File: config.mk
export PLATFORM = sky130hd
export DESIGN_NAME = audio_event_sequencer_flat
export DESIGN_NICKNAME = d
export VERILOG_FILES = /design/src/rtl/audio_event_sequencer_if.sv /design/src/rtl/audio_event_sequencer.sv /design/src/flat_wrapper.sv
export SDC_FILE = /design/constraint.sdc
export NUM_CORES = 1
export LEC_CHECK = 0
export CORE_MARGIN = 2
export CORE_UTILIZATION = 35
export CTS_CLUSTER_SIZE = 40
export DETAILED_ROUTE_END_ITERATION = 8
export MAX_ROUTING_LAYER = met4
export PLACE_DENSITY = 0.55
export SKIP_LAST_GASP = 1
export SYNTH_ARGS = -nofsm -noshare
export SYNTH_HDL_FRONTEND = slang
export SYNTH_SLANG_ARGS = --single-unit
File: constraint.sdc
create_clock -name clk -period 2.15 [get_ports clk]
set_input_delay 0.215 -clock clk [delete_from_list [all_inputs] [get_ports clk]]
set_output_delay 0.215 -clock clk [all_outputs]
set_load 0.02 [all_outputs]
File: src/rtl/audio_event_sequencer_if.sv
// Event/request bundle between game logic, the audio event sequencer and the tone generator.
// The master drives game events and mute; the slave (sequencer) returns requests and status.
interface audio_event_sequencer_if #(
    parameter int DEPTH = 4
) ();
    logic                     ev_miss;
    logic                     ev_bounce;
    logic                     ev_hit;
    logic                     mute;
    logic [1:0]               snd_sel;
    logic                     busy;
    logic                     drop;
    logic [$clog2(DEPTH):0]   level;

    modport master (
        output ev_miss, ev_bounce, ev_hit, mute,
        input  snd_sel, busy, drop, level
    );

    modport slave (
        input  ev_miss, ev_bounce, ev_hit, mute,
        output snd_sel, busy, drop, level
    );
endinterface

File: src/rtl/audio_event_sequencer.sv
// Queues single-cycle game sound events and issues them to the tone generator one at a time,
// holding off for each sound's play time (plus a fixed gap) before issuing the next.
module audio_event_sequencer #(
    parameter int TICKS_PER_MS = 16000,
    parameter int DEPTH        = 4,
    parameter int DUR_MISS     = 80,
    parameter int DUR_BOUNCE   = 60,
    parameter int DUR_HIT      = 70,
    parameter int GAP_MS       = 2
) (
    input  logic                       clk,
    input  logic                       rst_n,
    audio_event_sequencer_if.slave     bus
);
    localparam int PS_W  = (TICKS_PER_MS > 1) ? $clog2(TICKS_PER_MS) : 1;
    localparam int PTR_W = $clog2(DEPTH);
    localparam int CNT_W = PTR_W + 1;

    localparam logic [1:0] ST_IDLE  = 2'd0;
    localparam logic [1:0] ST_ISSUE = 2'd1;
    localparam logic [1:0] ST_WAIT  = 2'd2;

    localparam logic [1:0] CODE_MISS   = 2'd1;
    localparam logic [1:0] CODE_BOUNCE = 2'd2;
    localparam logic [1:0] CODE_HIT    = 2'd3;

    localparam logic [7:0] WAIT_MISS   = 8'(DUR_MISS + GAP_MS);
    localparam logic [7:0] WAIT_BOUNCE = 8'(DUR_BOUNCE + GAP_MS);
    localparam logic [7:0] WAIT_HIT    = 8'(DUR_HIT + GAP_MS);

    generate
        if ((DUR_MISS + GAP_MS > 255) || (DUR_BOUNCE + GAP_MS > 255) || (DUR_HIT + GAP_MS > 255) ||
            (DUR_MISS + GAP_MS < 1) || (DUR_BOUNCE + GAP_MS < 1) || (DUR_HIT + GAP_MS < 1)) begin : g_bad_dur
            $error("audio_event_sequencer: hold-off must be 1..255 ms to fit the 8-bit wait counter");
        end
        if ((DEPTH < 2) || ((DEPTH & (DEPTH - 1)) != 0)) begin : g_bad_depth
            $error("audio_event_sequencer: DEPTH must be a power of two >= 2");
        end
    endgenerate

    logic [1:0]       r_state;
    logic [1:0]       r_fifo [DEPTH];
    logic [CNT_W-1:0] r_wr_cnt;
    logic [CNT_W-1:0] r_rd_cnt;
    logic [7:0]       r_wait;
    logic [PS_W-1:0]  r_presc;
    logic             r_drop;

    logic [1:0]       w_head;
    logic [CNT_W-1:0] w_level;
    logic             w_empty;
    logic             w_full;
    logic             w_pop;
    logic             w_any_ev;
    logic [1:0]       w_ev_cnt;
    logic             w_push;
    logic             w_drop_nxt;
    logic [1:0]       w_code;
    logic [7:0]       w_wait_load;

    assign w_head   = r_fifo[r_rd_cnt[PTR_W-1:0]];
    assign w_level  = r_wr_cnt - r_rd_cnt;
    assign w_empty  = (w_level == '0);
    assign w_full   = (w_level == CNT_W'(DEPTH));
    assign w_pop    = (r_state == ST_ISSUE) && !bus.mute;
    assign w_any_ev = bus.ev_miss | bus.ev_bounce | bus.ev_hit;
    assign w_ev_cnt = {1'b0, bus.ev_miss} + {1'b0, bus.ev_bounce} + {1'b0, bus.ev_hit};

    // A full FIFO still accepts when the head leaves in the same cycle.
    assign w_push     = !bus.mute && w_any_ev && (!w_full || w_pop);
    assign w_drop_nxt = !bus.mute && ((w_ev_cnt > 2'd1) || (w_any_ev && w_full && !w_pop));

    // NOTE: every combinational output gets a default first, so no path leaves it unassigned and no latch is inferred.
    always_comb begin
        w_code = CODE_BOUNCE;
        if (bus.ev_miss) begin
            w_code = CODE_MISS;
        end else if (bus.ev_hit) begin
            w_code = CODE_HIT;
        end
    end

    always_comb begin
        w_wait_load = WAIT_BOUNCE;
        case (w_head)
            CODE_MISS: w_wait_load = WAIT_MISS;
            CODE_HIT:  w_wait_load = WAIT_HIT;
            default:   w_wait_load = WAIT_BOUNCE;
        endcase
    end

    // NOTE: sequential state uses non-blocking assignments so every register samples pre-edge values.
    always_ff @(posedge clk) begin
        if (!rst_n) begin
            r_state  <= ST_IDLE;
            r_wr_cnt <= '0;
            r_rd_cnt <= '0;
            r_wait   <= '0;
            r_presc  <= '0;
            r_drop   <= 1'b0;
        end else begin
            r_drop <= w_drop_nxt;

            if (bus.mute) begin
                r_rd_cnt <= r_wr_cnt;
            end else begin
                if (w_push) r_wr_cnt <= r_wr_cnt + 1'b1;
                if (w_pop)  r_rd_cnt <= r_rd_cnt + 1'b1;
            end

            case (r_state)
                ST_IDLE: begin
                    if (!w_empty && !bus.mute) r_state <= ST_ISSUE;
                end
                ST_ISSUE: begin
                    // A muted issue plays nothing, so there is nothing to wait out.
                    if (bus.mute) begin
                        r_state <= ST_IDLE;
                    end else begin
                        r_wait  <= w_wait_load;
                        r_presc <= '0;
                        r_state <= ST_WAIT;
                    end
                end
                ST_WAIT: begin
                    if (r_presc == PS_W'(TICKS_PER_MS - 1)) begin
                        r_presc <= '0;
                        r_wait  <= r_wait - 8'd1;
                        if (r_wait == 8'd1) r_state <= ST_IDLE;
                    end else begin
                        r_presc <= r_presc + 1'b1;
                    end
                end
                default: r_state <= ST_IDLE;
            endcase
        end
    end

    // NOTE: the FIFO storage has no reset; the pointers alone define which entries are valid.
    always_ff @(posedge clk) begin
        if (w_push) r_fifo[r_wr_cnt[PTR_W-1:0]] <= w_code;
    end

    assign bus.snd_sel = (w_pop && rst_n) ? w_head : 2'd0;
    assign bus.busy    = (r_state != ST_IDLE) || !w_empty;
    assign bus.drop    = r_drop;
    assign bus.level   = w_level;
endmodule

File: src/flat_wrapper.sv
// flat-port wrapper written by rule: the top's interface ports become plain ports
module audio_event_sequencer_flat 
#(
    parameter int TICKS_PER_MS = 16000,
    parameter int DEPTH        = 4,
    parameter int DUR_MISS     = 80,
    parameter int DUR_BOUNCE   = 60,
    parameter int DUR_HIT      = 70,
    parameter int GAP_MS       = 2
)
  (clk, rst_n, bus_ev_miss, bus_ev_bounce, bus_ev_hit, bus_mute, bus_snd_sel, bus_busy, bus_drop, bus_level);
  audio_event_sequencer_if #(.DEPTH(DEPTH)) bus_i ();
  input  logic clk;
  input  logic rst_n;
  input wire logic [$bits(bus_i.ev_miss)-1:0] bus_ev_miss;
  input wire logic [$bits(bus_i.ev_bounce)-1:0] bus_ev_bounce;
  input wire logic [$bits(bus_i.ev_hit)-1:0] bus_ev_hit;
  input wire logic [$bits(bus_i.mute)-1:0] bus_mute;
  output wire logic [$bits(bus_i.snd_sel)-1:0] bus_snd_sel;
  output wire logic [$bits(bus_i.busy)-1:0] bus_busy;
  output wire logic [$bits(bus_i.drop)-1:0] bus_drop;
  output wire logic [$bits(bus_i.level)-1:0] bus_level;
  assign bus_i.ev_miss = bus_ev_miss;
  assign bus_i.ev_bounce = bus_ev_bounce;
  assign bus_i.ev_hit = bus_ev_hit;
  assign bus_i.mute = bus_mute;
  assign bus_snd_sel = bus_i.snd_sel;
  assign bus_busy = bus_i.busy;
  assign bus_drop = bus_i.drop;
  assign bus_level = bus_i.level;
  audio_event_sequencer #(.TICKS_PER_MS(TICKS_PER_MS), .DEPTH(DEPTH), .DUR_MISS(DUR_MISS), .DUR_BOUNCE(DUR_BOUNCE), .DUR_HIT(DUR_HIT), .GAP_MS(GAP_MS)) u_core (.clk(clk), .rst_n(rst_n), .bus(bus_i));
endmodule
==> key figures, run 1 <==
STA
  • Slew Limit Fails: 0
  • WHS: between 0.4 and 0.5 ns
  • Fin crit share: 106.7%
  • Slack of the critical path: -0.1444 ns
  • Relative slew slack: 65.47%
  • Final setup fails: 10
  • Final clock skew: 0.002684 ns
  • RSZ-0062 raised after global routing: true
  • Worst-margin pin slew: ~0.50 ns
  • F_max: 435.8 MHz
  • Fin crit period: ~2.3 ns
  • Final hold vios: 0

Global route
  • Vias in the first global route: a little under 2000
  • Gr ovfl total: 0
  • Gr usage total: around 17%
  • First-pass GRT wire length: approximately 9500 um
  • Antenna violations before repair: 0
  • Largest net degree at the start of global routing: 22

Logic synthesis
  • Yosys reg bits: just over 40
  • Synth cell types: between 60 and 70
  • Post-synth EDFFs: 8
  • Average cell area after synthesis: between 9 and 10 um^2
  • Post-synthesis sequential area ratio: about 40%
  • Warnings, synthesis: 0
  • Synth Net Count: roughly 260
  • Synth Instances: between 200 and 250
  • Synth Cell Area: roughly 2300 um^2
  • Synth area leaders: dfxtp_1, edfxtp_1, ha_1, nand3_1, nor2_1
  • Ys flop type: dfxtp_1
  • Cell taking the most area after synthesis: dfxtp_1
  • Synth top area share: just under 30%
  • Async set-reset flop share out of synthesis: 0%

Setup path
  • Critical Path Source: u_core.r_wr_cnt[0]$_SDFFE_PN0P_
  • Critical Path AT: roughly 2.1 ns
  • Startpoint Class: register
  • WS Path Type: register to output pin
  • Setup crit end kind: output pin
  • Maximum net fanout on the critical path: 2
  • R2R Setup Slk: -0.06 ns
  • WP data required: ~1.9 ns
  • Reg-to-reg critical path startpoint: u_core.r_wr_cnt[0]$_SDFFE_PN0P_
  • Cells on worst reg2reg path: 9
  • R2R Path End: u_core.r_fifo[1][0]$_DFFE_PP_

Routing
  • Routed Antenna Nets: 0
  • Drt total wl: 5424 um
  • Via density: about 5.6
  • Routed vias: about 2000
  • Residual DRC count: 0
  • WL/cell: approximately 15 um
  • Iteration-0 DRC Markers: 139
  • TritonRoute pass-1 iters: 5

CTS
  • Post-CTS Hold Buffers: 0
  • Clk sink count: 41
  • Clk Latency, worst-skew pair: 0.29 ns
  • TritonCTS clock tree: done
  • Num CTS Buffers: 5
  • Max Root-Sink Buffers: 2
  • Root buffer cell: clkbuf_8
  • Clock Pin Slew Worst Setup and Hold Paths: 0.08 ns
  • H-tree depth: 2

Die
  • Initial Util: between 30% and 40%
  • Core Region: 6314 um^2
  • # IOs: 13
  • Die area: 7130 um^2
  • Die Ht: about 84 um
  • Die Span X: roughly 84 um
  • # rows: 29

Place
  • I/O Buffers: 12
  • Placed cell areas: 2659 um^2
  • Final GP Congestion: 0.8638
  • Hpwl dp: 3956 um

Power
  • Flop pwr share: about two fifths
  • Clock power share: a little under a third
  • Switch share: 29.73%
  • NetSw: approximately 700 uW
  • Cell Pwr Density: approximately 820 nW/um^2
  • P_int: ~1700 uW
  • Leak: approximately 0.0011 uW
  • Combinational share of power: 30.1%
  • Maximum vdd ir drop: around 0.44 mV

Cells and area
  • Final nets: 297
  • Layout cell share with drive strength beyond 1: between 20% and 30%
  • N_diodes: 0
  • Layout area overhead: 26.30%
  • Design Area, Final: 2860 um^2

Min path
  • Hold Crit Depth: 2
  • End of the worst hold path: u_core.r_wait[5]$_SDFFE_PN0P_
  • Hold Path Class: register to register
  • Hold_sp: u_core.r_wait[5]$_SDFFE_PN0P_

Run status
  • Outcome: complete, but fails checks
  • Failing checks: setup timing

Job
  • Max_cap viols: 0
[layout by cell type (no fill, tap or decap), types with 3 or more instances in the layout]
cell type,count
a2111oi_0,3
a211oi_1,5
a21oi_1,12
and2_4,5
and3_1,5
buf_4,26
buf_6,4
clkbuf_8,5
clkdlybuf4s50_1,7
dfxtp_1,29
dfxtp_2,4
dlygate4sd2_1,3
edfxtp_1,8
ha_1,10
inv_1,11
nand2_1,15
nand2b_1,6
nand3_1,13
nand3b_1,3
nand4_1,4
nand4b_1,4
nor2_1,18
nor3_1,4
nor4_1,5
o2111ai_1,3
o21ai_0,3
xnor2_1,7
xor2_1,4
[power groups by stage]
| stage | logic [uW] | registers (uW) | clock network (uW) |
|---|---|---|---|
| after CTS | 688 | 895 | 760 |
| final | 708 | 895 | 746 |
| after global placement | 651 | 908 | 0 |
| after detailed placement | 648 | 909 | 0 |
| after global routing | 774 | 906 | 793 |
| after floorplan | 402 | 897 | 0 |
[repair_timing]
item | 4_1_cts | 5_1_grt
setup buffers | 3 | 1
resized for setup | 21 | 7
endpoints found under the setup margin | 15 | 14
pin swaps | 1 | 1
[worst max-delay path, cell delays in order, from the launching register on]
cell and delay, ns:
dfxtp_2 0.34, inv_2 0.05, ha_4 0.15, fa_2 0.33, xor3_2 0.26, or4_4 0.49
buf_2 0.17
[synth_stat cells (2+ instances only)]
cell type	number
dfxtp_1	33
nor2_1	18
nand2_1	15
nand3_1	14
a21oi_1	13
inv_1	12
ha_1	11
edfxtp_1	8
and2_1	7
clkbuf_1	7
xnor2_1	7
nand2b_1	6
a211oi_1	5
and3_1	5
nor4_1	5
nand4_1	4
nand4b_1	4
nor3_1	4
xor2_1	4
a2111oi_0	3
nand3b_1	3
o2111ai_1	3
o21ai_0	3
or4_1	3
a22oi_1	2
buf_2	2
mux4_2	2
nor2b_1	2
o22ai_1	2
o2bb2ai_1	2
[cell families (layout without fill, tap and decap cells)]
group | after synthesis | count (layout) | synth area share [%]
and+or+nand+nor | 99 | 99 | 24.75
muxes | 3 | 3 | 2.431
DFF | 41 | 41 | 39.78
buffers and inverters | 22 | 62 | 4.088
xor gates and xnor gates | 12 | 12 | 5.304
AOI/OAI and AO/OA | 51 | 51 | 16.69
adders and majority gates | 12 | 12 | 6.961
[registers in the layout, summed over array words and instances (netlist names), named ones only]
register / flops
u_core.r_wait: 8
u_core.r_state: 2
u_core.bus.drop: 1
u_core.r_fifo: 8
u_core.r_wr_cnt: 3
u_core.r_rd_cnt: 3
u_core.r_presc: 14
[worst max path at each step]
stage                     cells after the start                       endpoint
final                                         6                       bus_busy
after detailed placement                      6                       bus_busy
after global routing                          6                       bus_busy
after global placement                        6                       bus_busy
after CTS                                     6                       bus_busy
after floorplan                               6  u_core.r_fifo[1][0]$_DFFE_PP_
[layer usage]
layer / vias to the layer above / track usage (%) / wire [um]
met5: - / - / 0
met4: 0 / 5.339 / 107
met3: 10 / 3.540 / 212
met2: 51 / 27.34 / 2618
met1: 939 / 21.21 / 2485
li1: 983 / - / -
[area by class of cell]
class                      instances  area (um^2)
clock buffer                       5        68.82
fill                             632         3453
sequential                        41        905.9
clock inverter                     3        65.06
timing repair buffer              42        346.6
tap                               77        96.34
multi-input combinational        177         1333
inverter                          12        45.04
[metrics by stage]
step | utilization [%] | setup TNS (ns) | setup slack [ns] | instances | power, uW
floorplan | - | 0 | 0.005273 | 240 | 1299
global placement | 42.11 | -0.4874 | -0.2002 | 346 | 1559
detailed placement | 42.11 | -0.7081 | -0.2169 | 346 | 1557
CTS | 45.09 | -0.4922 | -0.1358 | 357 | 2343
global route | 45.30 | -1.614 | -0.2077 | 357 | 2473
finish | 45.30 | -0.6604 | -0.1444 | 357 | 2349
(Power assumes the default switching activity.)
==> run 2, diff against run 1 <==
Settings changed: CAP_MARGIN from default to 40, CORE_MARGIN 2 to default, HOLD_SLACK_MARGIN from default to 0.05.
==> run 2 against run 1 <==
Largest cell class unchanged; critical path depth stayed put; final cell count shrank 2.0%; count of clock-buffer cells in the layout increased by 1; global-route usage up 1.5 points; first-iteration DRC count increased by 17%; combinational power decreased by 4.2%; maximum frequency is 1.8% higher; critical path type unchanged; the flow still finishes with violations (setup timing); clock skew hardly changed.
==> key figures, run 2 (synthesis gave the netlist of run 1 again) <==
Run status
  • Outcome: complete, but fails checks
  • Failing checks: setup timing

Job
  • Max_cap viols: 0

Cells and area
  • # fillers: slightly above 600
  • Max reg flops: 14
  • Most frequent cells in the layout: dfxtp_1, buf_4, nor2_1
  • Layout cell share with drive strength beyond 1: 19.64%
  • N_diodes: 0
  • Largest register by flop count: u_core.r_presc
  • Commonest non-fill, non-tap cell in the layout: dfxtp_1
  • Layout Utilization: a little under half
  • Layout area overhead: 21.77%
  • Final nets: just under 300

Routing
  • Routed vias: roughly 1900
  • Via density: roughly 5.5
  • TritonRoute pass-1 iters: 4
  • Drt total wl: 5353 um
  • Iteration-0 DRC Markers: between 150 and 200
  • WL/cell: 15.29 um
  • Routed Antenna Nets: 0
  • Residual DRC count: 0

STA
  • Final clock skew: just under 0.003 ns
  • Slew Limit Fails: 0
  • Slack of the critical path: -0.1038 ns
  • WHS: approximately 0.47 ns
  • Final setup fails: 1
  • Final hold vios: 0
  • F_max: 443.7 MHz
  • RSZ-0062 raised after global routing: true
  • Fin crit share: 104.8%
  • Worst-margin pin slew: approximately 0.52 ns
  • Fin crit period: roughly 2.3 ns
  • Relative slew slack: about 64%

Place
  • I/O Buffers: 12
  • Hpwl dp: approximately 3900 um
  • Final GP Congestion: slightly above 0.9
  • Place WS: -0.1954 ns

CTS
  • TritonCTS clock tree: done
  • Num CTS Buffers: 5
  • Clk Latency, worst-skew pair: a little under 0.3 ns
  • Max Root-Sink Buffers: 2
  • Post-CTS Hold Buffers: 0
  • Clk sink count: 41
  • Root buffer cell: clkbuf_8
  • H-tree depth: 2
  • Clock Pin Slew Worst Setup and Hold Paths: roughly 0.080 ns

Min path
  • End of the worst hold path: u_core.r_wait[5]$_SDFFE_PN0P_
  • Hold_sp: u_core.r_wait[5]$_SDFFE_PN0P_
  • Hold Crit Depth: 2
  • Hold Path Class: register to register

Global route
  • Largest net degree at the start of global routing: 22
  • Gr ovfl total: 0
  • Antenna violations before repair: 0
  • Vias in the first global route: between 1500 and 2000
  • First-pass GRT wire length: between 9000 and 10000 um
  • Gr usage total: 18.41%

Setup path
  • WP data required: ~1.9 ns
  • Reg-to-reg critical path startpoint: u_core.r_wr_cnt[0]$_SDFFE_PN0P_
  • Critical Path AT: ~2.0 ns
  • Maximum net fanout on the critical path: 2
  • Startpoint Class: register
  • Cells on worst reg2reg path: 8
  • R2R Setup Slk: around 0.04 ns
  • WS Path Type: register to output pin
  • Setup crit end kind: output pin
  • R2R Path End: u_core.r_fifo[2][1]$_DFFE_PP_

Power
  • Cell Pwr Density: 753.0 nW/um^2
  • Leak: approximately 0.0010 uW
  • Design Power: 2077 uW
  • Maximum vdd ir drop: 0.4260 mV

Die
  • Initial Util: 37.15%
  • Die Ht: 82.44 um
  • # IOs: 13
  • Core Region: 6096 um^2
  • Die Span X: 82.44 um
  • Die area: a little under 7000 um^2
  • # rows: 28
## run 2: worst max path at each step
| stage | end | startpoint | cells past startpoint |
|---|---|---|---|
| floorplan | u_core.r_fifo[1][0]$_DFFE_PP_ | u_core.r_wr_cnt[0]$_SDFFE_PN0P_ | 6 |
| finish | bus_busy | u_core.r_wr_cnt[0]$_SDFFE_PN0P_ | 6 |
| global route | bus_busy | u_core.r_wr_cnt[0]$_SDFFE_PN0P_ | 6 |
| detailed placement | bus_busy | u_core.r_wr_cnt[0]$_SDFFE_PN0P_ | 6 |
| CTS | bus_busy | u_core.r_wr_cnt[0]$_SDFFE_PN0P_ | 6 |
| global placement | bus_busy | u_core.r_wr_cnt[0]$_SDFFE_PN0P_ | 6 |
## run 2: critical path, cell delays in order, from the launching register on
cell     delay (ns)
dfxtp_2        0.34
inv_2          0.05
ha_4           0.15
fa_2           0.33
xor3_2         0.24
or4_4          0.50
buf_6          0.15
## run 2: per-layer routing
metal / share of wire [%] / GRT usage (%) / vias up / wire length, um
li1: - / - / 971 / -
met1: 48 / 24.59 / 901 / 2572
met2: 47 / 28.10 / 49 / 2541
met3: 4.0 / 3.626 / 2 / 212
met4: 0.49 / 5.439 / 0 / 26
met5: 0 / - / - / 0
## run 2: repair_timing
item                       4_1_cts  5_1_grt
pin swaps                        1        0
setup endpoints to repair       15        8
gates cloned                     0        0
buffers inserted                 2        0
gates resized for setup         15        4
## run 2: cell type report
type	instances	area [um^2]	area share, %
clock inverter	2	15.01	0.5445
clock buffer	6	72.57	2.632
tap	75	93.84	3.403
multi-input combinational	177	1320	47.87
inverter	12	45.04	1.633
sequential	41	903.4	32.76
timing repair buffer	37	307.8	11.16
## run 2: power breakdown
part / leakage [uW] / internal, uW / switching (uW)
Sequential: 0.000340 / 839 / 56.1
Clock: 0.0000374 / 229 / 274
Combinational: 0.000666 / 329 / 349
## run 2: per-stage QoR
step | setup TNS (ns) | instances | cell area, um^2
finish | -0.1038 | 350 | 2758
CTS | -0.1228 | 350 | 2745
detailed placement | -0.6275 | 340 | 2626
floorplan | 0 | 240 | 2287
global route | -0.4313 | 350 | 2758
global placement | -0.3941 | 340 | 2626
